**config.mk**
```make
export PLATFORM = sky130hd
export DESIGN_NAME = mmio_uart_tx
export DESIGN_NICKNAME = d
export VERILOG_FILES = /design/src/rtl/mmio_uart_tx.sv
export SDC_FILE = /design/constraint.sdc
export NUM_CORES = 1
export LEC_CHECK = 0
export ABC_AREA = 1
export CAP_MARGIN = 20
export CELL_PAD_IN_SITES_DETAIL_PLACEMENT = 1
export CELL_PAD_IN_SITES_GLOBAL_PLACEMENT = 2
export CORE_MARGIN = 5
export CORE_UTILIZATION = 25
export DETAILED_ROUTE_END_ITERATION = 16
export PLACE_DENSITY_LB_ADDON = 0.1
export RECOVER_POWER = 50
export REMOVE_ABC_BUFFERS = 1
export SLEW_MARGIN = 5
export SYNTH_ARGS = -nofsm -noshare
export SYNTH_HDL_FRONTEND = slang
export SYNTH_SLANG_ARGS = --single-unit
```
**constraint.sdc**
```tcl
create_clock -name clk -period 7.37 [get_ports clk]
set_input_delay 1.474 -clock clk [delete_from_list [all_inputs] [get_ports clk]]
set_output_delay 1.474 -clock clk [all_outputs]
set_load 0.03 [all_outputs]
```
**src/rtl/mmio_uart_tx.sv**
```systemverilog
// Memory-mapped UART transmitter: TXDATA/STATUS/DIVISOR window, TX FIFO and 8N1 shifter.
// Build option: define UART_PARITY_EN to insert an even-parity bit before STOP.
module mmio_uart_tx #(
  parameter logic [31:0] BASE_ADDR  = 32'hFFFF_FF00,
  parameter int          FIFO_DEPTH = 8,
  parameter logic [15:0] DIV_RESET  = 16'd433
) (
  input  logic        clk,
  input  logic        reset,
  input  logic        memwrite,
  input  logic [31:0] dataadr,
  input  logic [31:0] writedata,
  output logic        io_sel,
  output logic [31:0] io_rdata,
  output logic        tx,
  output logic        irq
);

  localparam int AW = (FIFO_DEPTH > 1) ? $clog2(FIFO_DEPTH) : 1;
  localparam int CW = AW + 1;
  localparam logic [CW-1:0] FULL_COUNT = CW'(FIFO_DEPTH);
  localparam logic [CW-1:0] ONE_COUNT  = CW'(1);
`ifdef UART_PARITY_EN
  localparam logic PARITY_FLAG = 1'b1;
`else
  localparam logic PARITY_FLAG = 1'b0;
`endif

  typedef enum logic [2:0] {
    S_IDLE   = 3'd0,
    S_START  = 3'd1,
    S_DATA   = 3'd2,
    S_PARITY = 3'd3,
    S_STOP   = 3'd4
  } state_t;

  state_t          state_r;
  logic [7:0]      shift_r;
  logic [15:0]     bit_div_r;
  logic [15:0]     cnt_r;
  logic [2:0]      bit_idx_r;
  logic            tx_r;
  logic            busy_r;
  logic            ovf_r;
  logic [15:0]     divisor_r;
  logic [7:0]      mem_r [FIFO_DEPTH];
  logic [AW-1:0]   wr_ptr_r;
  logic [AW-1:0]   rd_ptr_r;
  logic [CW-1:0]   count_r;
  logic [CW-1:0]   count_next_s;
  logic            io_sel_s, wr_s, wr_data_s, wr_status_s, wr_div_s;
  logic            full_s, empty_s, bit_end_s, pop_s, push_s, drop_s;
  logic [7:0]      head_s;
  logic [31:0]     io_rdata_s;
  logic            unused_s;

`ifdef UART_PARITY_EN
  logic            par_r;

  function automatic logic even_parity(input logic [7:0] d);
    return ^d;
  endfunction
`endif

  assign unused_s    = ^{dataadr[1:0], writedata[31:16]};
  assign io_sel_s    = (dataadr[31:4] == BASE_ADDR[31:4]);
  assign wr_s        = memwrite && io_sel_s;
  assign wr_data_s   = wr_s && (dataadr[3:2] == 2'd0);
  assign wr_status_s = wr_s && (dataadr[3:2] == 2'd1);
  assign wr_div_s    = wr_s && (dataadr[3:2] == 2'd2);
  assign full_s      = (count_r == FULL_COUNT);
  assign empty_s     = (count_r == {CW{1'b0}});
  assign bit_end_s   = (cnt_r == bit_div_r);
  // A pop frees a slot in the same edge, so a push to a full FIFO is still taken then.
  assign pop_s       = !empty_s && ((state_r == S_IDLE) || ((state_r == S_STOP) && bit_end_s));
  assign push_s      = wr_data_s && (!full_s || pop_s);
  assign drop_s      = wr_data_s && full_s && !pop_s;
  assign head_s      = mem_r[rd_ptr_r];

  // FIFO occupancy for the next cycle
  always_comb begin
    count_next_s = count_r;
    if (push_s && !pop_s) begin
      count_next_s = count_r + ONE_COUNT;
    end else if (pop_s && !push_s) begin
      count_next_s = count_r - ONE_COUNT;
    end else begin
      count_next_s = count_r;
    end
  end

  // Register read mux
  always_comb begin
    io_rdata_s = 32'h0000_0000;
    if (io_sel_s) begin
      case (dataadr[3:2])
        2'd1:    io_rdata_s = {25'd0, PARITY_FLAG, busy_r, ovf_r, empty_s, full_s, 2'b00};
        2'd2:    io_rdata_s = {16'h0000, divisor_r};
        default: io_rdata_s = 32'h0000_0000;
      endcase
    end else begin
      io_rdata_s = 32'h0000_0000;
    end
  end

  // FIFO storage (data only, no reset needed)
  always_ff @(posedge clk) begin
    if (push_s) begin
      mem_r[wr_ptr_r] <= writedata[7:0];
    end
  end

  // FIFO pointers, count and control registers
  always_ff @(posedge clk or posedge reset) begin
    if (reset) begin
      wr_ptr_r  <= {AW{1'b0}};
      rd_ptr_r  <= {AW{1'b0}};
      count_r   <= {CW{1'b0}};
      ovf_r     <= 1'b0;
      divisor_r <= DIV_RESET;
    end else begin
      if (push_s) wr_ptr_r <= wr_ptr_r + AW'(1);
      if (pop_s)  rd_ptr_r <= rd_ptr_r + AW'(1);
      count_r <= count_next_s;
      if (drop_s) begin
        ovf_r <= 1'b1;
      end else if (wr_status_s && writedata[4]) begin
        ovf_r <= 1'b0;
      end
      if (wr_div_s) divisor_r <= writedata[15:0];
    end
  end

  // Shifter FSM; tx and busy change on the same edge as the state
  always_ff @(posedge clk or posedge reset) begin
    if (reset) begin
      state_r   <= S_IDLE;
      shift_r   <= 8'h00;
      bit_div_r <= 16'h0000;
      cnt_r     <= 16'h0000;
      bit_idx_r <= 3'd0;
      tx_r      <= 1'b1;
      busy_r    <= 1'b0;
`ifdef UART_PARITY_EN
      par_r     <= 1'b0;
`endif
    end else begin
      case (state_r)
        S_IDLE: begin
          if (pop_s) begin
            state_r   <= S_START;
            shift_r   <= head_s;
            bit_div_r <= divisor_r;
            cnt_r     <= 16'h0000;
            tx_r      <= 1'b0;
            busy_r    <= 1'b1;
`ifdef UART_PARITY_EN
            par_r     <= even_parity(head_s);
`endif
          end
        end
        S_START: begin
          if (bit_end_s) begin
            state_r   <= S_DATA;
            cnt_r     <= 16'h0000;
            bit_idx_r <= 3'd0;
            tx_r      <= shift_r[0];
          end else begin
            cnt_r <= cnt_r + 16'd1;
          end
        end
        S_DATA: begin
          if (bit_end_s) begin
            cnt_r <= 16'h0000;
            if (bit_idx_r == 3'd7) begin
`ifdef UART_PARITY_EN
              state_r <= S_PARITY;
              tx_r    <= par_r;
`else
              state_r <= S_STOP;
              tx_r    <= 1'b1;
`endif
            end else begin
              shift_r   <= {1'b0, shift_r[7:1]};
              tx_r      <= shift_r[1];
              bit_idx_r <= bit_idx_r + 3'd1;
            end
          end else begin
            cnt_r <= cnt_r + 16'd1;
          end
        end
        S_PARITY: begin
`ifdef UART_PARITY_EN
          if (bit_end_s) begin
            state_r <= S_STOP;
            cnt_r   <= 16'h0000;
            tx_r    <= 1'b1;
          end else begin
            cnt_r <= cnt_r + 16'd1;
          end
`else
          state_r <= S_IDLE;
          tx_r    <= 1'b1;
          busy_r  <= 1'b0;
`endif
        end
        S_STOP: begin
          if (bit_end_s) begin
            cnt_r <= 16'h0000;
            if (pop_s) begin
              state_r   <= S_START;
              shift_r   <= head_s;
              bit_div_r <= divisor_r;
              tx_r      <= 1'b0;
`ifdef UART_PARITY_EN
              par_r     <= even_parity(head_s);
`endif
            end else begin
              state_r <= S_IDLE;
              tx_r    <= 1'b1;
              busy_r  <= 1'b0;
            end
          end else begin
            cnt_r <= cnt_r + 16'd1;
          end
        end
        default: begin
          state_r <= S_IDLE;
          tx_r    <= 1'b1;
          busy_r  <= 1'b0;
        end
      endcase
    end
  end

  assign io_sel   = io_sel_s;
  assign io_rdata = io_rdata_s;
  assign tx       = tx_r;
  assign irq      = (empty_s && !busy_r) || ovf_r;

endmodule

```
==> impl_metrics.tcl, run 1 <==
set metrics [dict create \
    status "finished with violations" \
    violations "max-capacitance violations, max-slew violations" \
    die_w_um 175 \
    clock_path_buffers 2 \
    hold_viol_final 0 \
    synthTopCellsByCount "191 x nand2_1, 111 x nor2_1, 69 x dfrtp_1, 65 x inv_1" \
    ctsHoldBuffers 0 \
    antenna_left 0 \
    critPathMaxFanout 12 \
    postSynth.asyncResetShare_pct 54.0 \
    area_growth_pct 22.7 \
    cts_tree "yes" \
    power.leakage_uw 0.00330 \
    required_ns 5.90 \
    synth.most_common_cell "nand2_1" \
    end_kind "output port" \
    setup_slack_ns 2.09 \
    ys_top_cells_by_area "edfxtp_1 28%, dfrtp_1 25%, nand2_1 11%" \
    stdcell_count 1184 \
    period_share_pct 71.7 \
    rsz0062_at_grt "false" \
    cpLargestDelayFamily "buffers and inverters" \
    ioPinCount 102 \
    coreArea_sq_mm 0.0268 \
    initialDrtViolationCount 188 \
    io_buffers 67 \
    clkSinkCount 139 \
    synth_seq_area_share_pct 56.2 \
    diodes 0 \
    relSlewSlack_pct -35.9 \
    remaining_drc_errors 0 \
    drive_gt1_share_pct 7.12 \
    power_density_mw_per_mm2 215 \
    layout.nets 909 \
    crit_chain "clkdlybuf4s50_1, nand4_1, or2_1, nor2_1, nand2_1, inv_1, nand2_1, nor2_1, clkdlybuf4s50_1" \
    cp_slowest_stage_delay_ns 0.71 \
    dr.pass1.iters 4 \
    std_cell_rows 60 \
    vias 5286 \
    start_util_pct 25.3 \
    critPathLaunchType "primary input" \
    grt_remaining_overflow 0 \
    cp.arrival_ns 3.81 \
    min_from "divisor_r[0]" \
    drt-total-wl_mm 19.5 \
    syn_avg_cell_area_sq_um 8.90 \
    clk_latency_ns 0.43 \
    hpwl_mm 14.2 \
    vdd_ir_drop_max_v 0.000101 \
    worst-slew-pin-transition_ns 2.04 \
    hold_end "divisor_r[0]" \
    drv_cap 1 \
    synthCells 761 \
    cts_setup_buffers 0 \
    grt_pass1_wl_mm 31.0 \
    slowest_stage "clkdlybuf4s50_1" \
    setup_viol 0 \
    r2r-start "cnt_r[12]" \
    cts_max_level 4 \
    grt_max_degree 69 \
    vias_per_cell 4.46 \
    crit_buf_inv 3 \
    worst_clock_skew_ns 0.0121 \
    min_path_cells 2 \
    routabilityCongestion 0.745 \
    cts.repair.resized 0 \
    rr_endpoint "shift_r[1]" \
    reg2reg_slack_ns 3.27 \
    synth_area_leader_cell "edfxtp_1" \
    wl_per_cell_um 16.5 \
    syn-cell-area_sq_mm 0.00677 \
    crit_type "primary input to output port" \
    antenna_found_initial 0 \
    synth_top_area_share_pct 28.4 \
    yosysWarnings 0 \
    die-height_um 175 \
    ys_ff_latch 139 \
    synth_edf_count 64 \
    slew_viol_final 46 \
    min_period_ns 5.28 \
    cts_root_buf "clkbuf_16" \
    pre_cts_ws_ns 2.01 \
    worstRegToRegCells 12 \
    grt_pass1_vias 5613 \
    total_power_uw 1790 \
    fmax_mhz 189 \
    die_area_sq_mm 0.0305 \
    hold_path.class "register to register" \
    clk_pin_slew_worst_paths_ns 0.06 \
    synth_ff_type "dfrtp_1" \
    cts_inserted_buffers 17 \
    dp.cells 1152 \
    setup_tns_ns 0 \
    grt.total_usage_pct 13.0 \
    synth_cell_types 40 \
]
[power breakdown]
part	switching (uW)	internal (uW)	leakage, uW
clock	407	461	0.000298
sequential	9.47	823	0.00155
combinational	51.5	36.6	0.00145
total	467	1320	0.00330
[worst min-delay path, stage by stage, from the launching register on]
cell     delay, ns
dfstp_2       0.37
nand2_1       0.05
nand2_1       0.04
[cell type report]
class	instances	area, sq um
multi-input cells	528	2480
clock inverters	15	191
repair buffers	72	704
fillers	3133	18500
clock buffers	17	425
flip-flops and latches	139	3810
inverters	72	272
well taps	341	427
[worst max-delay path by stage]
stage,end,start,cells past startpoint,slack (ns)
2_1_floorplan,io_rdata[0],dataadr[27],7,2.98
3_3_place_gp,io_rdata[7],dataadr[27],9,2.02
3_5_place_dp,io_rdata[7],dataadr[26],9,2.01
4_1_cts,io_rdata[7],dataadr[26],9,2.00
5_1_grt,io_rdata[7],dataadr[17],10,1.80
6_report,io_rdata[7],dataadr[26],9,2.09
[routing by layer]
metal / global-route usage [%] / wire (um) / up-vias
met1: 17.2 / 9150 / 2557
met5: 0 / 0 / -
met2: 21.8 / 9340 / 98
li1: - / - / 2617
met4: 3.24 / 176 / 0
met3: 2.94 / 824 / 14
[state kept, by name (all words and copies together) (netlist names)]
signal	count
mem_r	64
bit_div_r	16
cnt_r	16
divisor_r	16
shift_r	8
count_r	4
bit_idx_r	3
rd_ptr_r	3
state_r	3
wr_ptr_r	3
busy_r	1
ovf_r	1
tx	1
[kinds of logic (layout without fill, tap and decap cells)]
group / Yosys count / after routing / share of synthesized area, %
AO/OA/AOI/OAI: 109 / 109 / 9.18
XOR/XNOR: 10 / 10 / 1.29
adder cells (fa/ha/maj): 12 / 12 / 2.33
buffers and inverters: 109 / 176 / 7.35
flip-flops: 139 / 139 / 56.2
multiplexers: 1 / 1 / 0.166
other: 1 / 16 / 0.0554
AND/OR/NAND/NOR: 380 / 380 / 23.4
[cells in the final DEF, fill, tap and decap left out, drive strengths merged, types with 2 or more instances in the layout]
master           n
nor2           115
nor3b            3
xnor2            3
dfrtp           69
dlygate4sd3      9
xor2             7
inv             76
dfstp            6
nand2          197
nand3           41
a31oi            7
nor3             8
clkdlybuf4s50   58
nand4           11
o21ai           72
a21oi           14
edfxtp          64
clkinv          10
o22ai           12
o211ai           2
clkbuf          18
conb            16
ha              11
buf              4
nor4             3
[per-stage QoR]
stage                     area [sq um]  hold WS [ns]  utilization [%]
after detailed placement          7740         0.456             28.9
after floorplan                   6600         0.442                -
after global placement            7740         0.456             28.9
after CTS                         8350         0.465             31.2
final                             8310         0.461             31.0
after global routing              8310         0.493             31.0
(Power assumes the default switching activity.)
==> inputs of run 2 (changes only) <==
==> constraint.sdc (replaced) <==
create_clock -name clk -period 4.8 [get_ports clk]
set_input_delay 0.96 -clock clk [delete_from_list [all_inputs] [get_ports clk]]
set_output_delay 0.96 -clock clk [all_outputs]
set_load 0.03 [all_outputs]
==> impl_metrics.tcl, run 2 (synthesis results as in run 1) <==
set metrics [dict create \
    setup_tns_ns 0 \
    cp_slowest_stage_delay_ns 0.70 \
    coreArea_sq_mm 0.0268 \
    layout.nets 911 \
    clock_path_buffers 2 \
    use_met3_pct 2.62 \
    setup_viol 0 \
    io_buffers 67 \
    end_kind "output port" \
    final_cell_mix "194 x nand2_1, 112 x nor2_1, 69 x dfrtp_1" \
    routabilityCongestion 0.748 \
    pre_cts_ws_ns 0.528 \
    worstRegToRegCells 21 \
    post-route-util_pct 31.2 \
    vdd_ir_drop_max_v 0.000170 \
    hpwl_mm 14.2 \
    drt-total-wl_mm 19.7 \
    ctsHoldBuffers 0 \
    hold_viol_final 0 \
    cpMostUsedCell "nand2_1" \
    min_period_ns 4.20 \
    crit_buf_inv 3 \
    cts_root_buf "clkbuf_16" \
    cts.repair.resized 0 \
    cts_setup_buffers 0 \
    grt.total_usage_pct 13.2 \
    critPathLaunchType "primary input" \
    drive_gt1_share_pct 8.52 \
    cpLargestDelayFamily "buffers and inverters" \
    grt_pass1_vias 5643 \
    worst-slew-pin-transition_ns 1.86 \
    largest_register_ffs 64 \
    wl_per_cell_um 16.6 \
    std_cell_rows 60 \
    critPathMaxFanout 12 \
    die-height_um 175 \
    crit_type "primary input to output port" \
    grt_busiest_layer "met2" \
    hold_end "divisor_r[7]" \
    violations "max-capacitance violations, max-slew violations" \
    min_path_cells 2 \
    gr-usage-met1_pct 17.9 \
    slew_viol_final 39 \
    crit_cells 10 \
    vias_per_cell 4.51 \
    period_share_pct 87.6 \
    regMostFlops "mem_r" \
    power_density_mw_per_mm2 332 \
    clk_latency_ns 0.43 \
    initialDrtViolationCount 198 \
    area_growth_pct 23.3 \
    min_from "divisor_r[7]" \
    diodes 0 \
    drv_cap 1 \
    reg2reg_slack_ns 1.51 \
    die_area_sq_mm 0.0305 \
    clk_pin_slew_worst_paths_ns 0.07 \
    stdcell_count 1186 \
    remaining_drc_errors 0 \
    dp.cells 1154 \
    clkSinkCount 139 \
    start_util_pct 25.3 \
    antenna_left 0 \
    ioPinCount 102 \
    vias 5344 \
    slowest_stage "clkdlybuf4s50_1" \
    dr.pass1.iters 4 \
    crit_chain "clkdlybuf4s50_1, nand2_1, nor2_1, nand2_1, nor3_1, nand2_1, inv_1, nand2_1, nor2_1, clkdlybuf4s50_1" \
    required_ns 3.84 \
    power.leakage_uw 0.00332 \
    r2r-start "cnt_r[10]" \
    cts_inserted_buffers 17 \
    antenna_found_initial 0 \
    fin_hold_ws_ns 0.470 \
    layout_commonest_cell "nand2_1" \
    grt_remaining_overflow 0 \
    fmax_mhz 238 \
    met2_usage_pct 21.5 \
    grt_pass1_wl_mm 31.5 \
    worst_clock_skew_ns 0.0169 \
    cts_tree "yes" \
    die_w_um 175 \
    status "finished with violations" \
    rr_endpoint "count_r[3]" \
    hold_path.class "register to register" \
    rsz0062_at_grt "false" \
    cts_max_level 4 \
    relSlewSlack_pct -24.8 \
    cp.arrival_ns 3.24 \
    setup_slack_ns 0.597 \
    grt_max_degree 48 \
]
[run 2: changes by cell type in the layout (fill, tap and decap cells not counted)]
| cell | change |
|---|---|
| clkbuf_2 | +1 |
| nand2_2 | +2 |
| inv_12 | +1 |
| clkinv_8 | -1 |
| inv_1 | -1 |
| o21ai_2 | +5 |
| nand3_2 | +1 |
| o21ai_0 | -5 |
| clkbuf_1 | -1 |
| nand3_1 | -1 |
| inv_2 | +1 |
| buf_4 | +2 |
| nand2_1 | -2 |
[run 2: power by group]
| part | switching [uW] | internal, uW | total, uW |
|---|---|---|---|
| clock | 651 | 712 | 1360 |
| combinational | 78.1 | 55.7 | 134 |
| sequential | 13.2 | 1260 | 1280 |
| total | 742 | 2030 | 2770 |
[run 2: layout make-up]
type | count | area, sq um
Clock buffer | 17 | 425
Clock inverter | 15 | 191
Fill cell | 3075 | 18500
Inverter | 72 | 272
Multi-Input combinational cell | 528 | 2510
Sequential cell | 139 | 3810
Tap cell | 341 | 427
Timing Repair Buffer | 74 | 721
[run 2: worst reg2reg max path, delay by kind of cell (launching register included)]
kind / cells / cell delay [ns]
xor+xnor: 1 / 0.14
buf+inv: 3 / 0.30
flops: 1 / 0.41
fa+ha+maj: 2 / 0.48
compound gates: 2 / 0.34
simple gates: 13 / 1.49
[run 2: worst max path at each step]
stage                            from            to  slack (ns)
after global routing      dataadr[25]  io_rdata[14]        0.36
after global placement    dataadr[27]  io_rdata[14]        0.53
final                     dataadr[13]   io_rdata[8]        0.60
after floorplan           dataadr[27]   io_rdata[0]        1.44
after detailed placement  dataadr[18]   io_rdata[8]        0.53
after CTS                 dataadr[18]   io_rdata[8]        0.52
[run 2: metal layers]
metal / up-vias / wire, um / share of wire (%)
met5: - / 0 / 0
met4: 0 / 213 / 1.1
met3: 16 / 689 / 3.5
met2: 85 / 9130 / 46
met1: 2618 / 9650 / 49
li1: 2625 / - / -
[run 2: metrics by stage]
stage,cell area [sq um],total power (uW)
after floorplan,6600,1360
after global placement,7750,1440
after detailed placement,7750,1440
after CTS,8370,2820
after global routing,8350,2880
final,8350,2770
